**src/rtl/alu_check_pkg.sv**
```systemverilog
// Shared types and defaults for the ALU lockstep checker.
// CHECK_FLAGS_EN widens the compare to the zero/negative flags.
package alu_check_pkg;

    localparam int DATA_W_DEF = 16;
    localparam int FUNC_W_DEF = 3;
    localparam int CNT_W_DEF  = 16;

    typedef enum logic [1:0] {
        IDLE,
        RUN,
        DRAIN,
        DONE
    } state_t;

    localparam logic [2:0] FN_ADD  = 3'd0;
    localparam logic [2:0] FN_SUB  = 3'd1;
    localparam logic [2:0] FN_AND  = 3'd2;
    localparam logic [2:0] FN_OR   = 3'd3;
    localparam logic [2:0] FN_XOR  = 3'd4;
    localparam logic [2:0] FN_SHL  = 3'd5;
    localparam logic [2:0] FN_SHR  = 3'd6;
    localparam logic [2:0] FN_PASS = 3'd7;

endpackage

```
**src/rtl/alu_result_cmp.sv**
```systemverilog
// Combinational verdict for one behavioral/structural result pair.
// CHECK_FLAGS_EN adds flag agreement and per-ALU flag consistency.
module alu_result_cmp
    import alu_check_pkg::*;
#(
    parameter int DATA_W = DATA_W_DEF
) (
    input  logic [DATA_W-1:0] wb,
    input  logic [DATA_W-1:0] ws,
    input  logic              zb,
    input  logic              nb,
    input  logic              zs,
    input  logic              ns,
    output logic              fail
);

`ifdef CHECK_FLAGS_EN
    logic flag_diff;
    logic self_b;
    logic self_s;

    always_comb begin
        flag_diff = (zb != zs) | (nb != ns);
        self_b    = (zb != (wb == '0)) | (nb != wb[DATA_W-1]);
        self_s    = (zs != (ws == '0)) | (ns != ws[DATA_W-1]);
        fail      = (wb != ws) | flag_diff | self_b | self_s;
    end
`else
    logic unused_flags;

    assign unused_flags = ^{zb, nb, zs, ns};
    assign fail         = (wb != ws);
`endif

endmodule

```
**config.mk**
```make
export PLATFORM = sky130hd
export DESIGN_NAME = alu_result_cmp
export DESIGN_NICKNAME = d
export VERILOG_FILES = /design/src/rtl/alu_check_pkg.sv /design/src/rtl/alu_result_cmp.sv
export SDC_FILE = /design/constraint.sdc
export NUM_CORES = 1
export LEC_CHECK = 0
export CORE_AREA = 2 2 39 41
export DETAILED_ROUTE_END_ITERATION = 8
export DIE_AREA = 0 0 41 43
export SLEW_MARGIN = 25
export SYNTH_ARGS = -nofsm -noshare
export SYNTH_HDL_FRONTEND = slang
export SYNTH_SLANG_ARGS = --single-unit
```
**constraint.sdc**
```tcl
create_clock -name vclk -period 2.1
set_input_delay 0.42 -clock vclk [all_inputs]
set_output_delay 0.42 -clock vclk [all_outputs]
set_load 0.03 [all_outputs]
```
==> flow_summary_export.csv <==
group,metric,value,unit
global_route,overflow,0,
drt,num_vias,263,
drt,route.met3.wl,103,um
die,die-area,1763,um^2
drt,initialDrtViolationCount,0,
drt,first_pass_iters,1,
worst_setup_path,end_kind,"primary output",
sta,finalCritPeriodShare,0.9564,
sta,period_needed,2009,ps
drt,wire_per_inst,7.814,um
placed_design,hpwl,550.5,um
drt,route.top_layer_used,"met3",
clocking,hold_buffers,0,
global_route,grt_max_degree,2,
placed_design,pre_cts_slack,-393.7,ps
worst_setup_path,startpoint_type,"input port",
placed_design,portBuffers,33,
sta,fmax,497.9,MHz
drt,wl,547,um
sta,tightest_slew,246.2,ps
die,design.core.area,1384,um^2
placed_design,dpl.cell_count,70,
drt,ant_nets,0,
layout,nets,92,
yosys,synthCells,21,
worst_setup_path,crit_required,1680,ps
drt,drc,0,
layout,instances_no_fill,70,
yosys,ys_types,3,
pwr,power_density,170.9,nW/um^2
yosys,netlist_area,171.4,um^2
sta,finalSetupTns,0,ps
global_route,antenna_found_initial,0,
worst_setup_path,endpoint,"fail",
layout,diodes,0,
yosys,synth_top_area_share,0.8175,
sta,rsz0062_at_grt,"no",
global_route,grt_usage,0.06294,
die,initial_core_util,0.1239,
run_status,status,"finished, final reports clean",
yosys,synth_area_leaders,"xor2_1, nor4_1, nand4_1",
layout,n_sequential_cell,0,
die,rows,14,
worst_setup_path,critPathKind,"in -> out",
die,die_w,41,um
global_route,grt_pass1_wl,841,um
yosys,ys_top_cells_by_count,"xor2_1, nor4_1, nand4_1",
drt,drt-met1-wl,160,um
drt,wl_met2,284,um
job,max_cap_violations,0,
layout,post-route-util,0.3825,
layout,clkbuf_count,0,
layout,seq_area,0,um^2
die,ioPinCount,37,
worst_setup_path,startpoint,"ws[0]",
sta,finalHoldViolCount,0,
yosys,syn_area_per_cell,8.163,um^2
placed_design,gp_congestion,0.4991,
layout,layout-drive-gt1-share,0.05556,
sta,fin_ws,91.49,ps
yosys,synth_nets,57,
hold_path,min_path_type,"in -> out",
sta,hold-worst-slack,1691,ps
pwr,vdd_drop_max,45.49,uV
layout,area_delta_synth_final,208.8,%
worst_setup_path,arrival,1590,ps
sta,drv_slew,0,
clocking,post_cts_buffers,0,
global_route,grt_pass1_vias,255,
yosys,yosysTopAreaCell,"xor2_1",
yosys,yosysMostFrequentCell,"xor2_1",
pwr,leakage,0.1989,nW
drt,vias_per_cell,3.757,
yosys,synth_warnings,0,
worst_setup_path,crit_fanout,1,
sta,max_slew_margin,0.8344,
sta,setup_viol,0,
yosys,seq_area_frac_synth,0,
die,die_h,43,um
[placed cells by master (no fill, tap or decap), drive strengths merged]
cell type      synthesis  final
clkdlybuf4s50          0     32
buf                    0      1
xor2                  16     16
nor4                   4      4
nand4                  1      1
[critical path, cell delays in order]
cell and delay (ps):
clkdlybuf4s50_1 410, xor2_1 160, nor4_1 290, nand4_1 120
buf_2 190
[worst min-delay path by stage]
stage	from	endpoint	slack [ps]	depth (start not counted)
4_1_cts	wb[9]	fail	1700	5
3_5_place_dp	wb[9]	fail	2180	5
3_3_place_gp	wb[9]	fail	2170	5
2_1_floorplan	wb[9]	fail	1240	3
6_report	wb[9]	fail	1690	5
5_1_grt	wb[8]	fail	1750	5
[area by class of cell]
class	count	area (um^2)
Multi-Input combinational cell	21	183.9
Timing Repair Buffer	33	325.3
Fill cell	149	854.6
Tap cell	16	20.02
[per-stage QoR]
stage,cell area (um^2),total power [mW]
2_1_floorplan,171.4,0.02156
3_3_place_gp,521.8,0.08742
3_5_place_dp,521.8,0.08796
4_1_cts,516.7,0.08833
5_1_grt,529.3,0.09932
6_report,529.3,0.09046
[repair_timing]
item,4_1_cts,5_1_grt
pin swaps,1,1
gates resized for setup,5,2
endpoints found under the setup margin,1,1
cloned,0,0
[layer usage]
layer | up-vias | track usage
met2 | 17 | 0.1375
met5 | - | 0
met3 | 0 | 0.01047
met1 | 107 | 0.05380
li1 | 139 | -
met4 | 0 | 0
[power by group]
group          total [mW]  internal, mW  switching [mW]
Combinational      0.0905        0.0666          0.0239
Sequential              0             0               0
Clock                   0             0               0
Total              0.0905        0.0666          0.0239
[logic make-up after synthesis]
logic type	count (synthesis)	synth area share
xor+xnor	16	0.8175
simple gates	5	0.1825
Note: power is estimated with default switching activity, not from simulation.
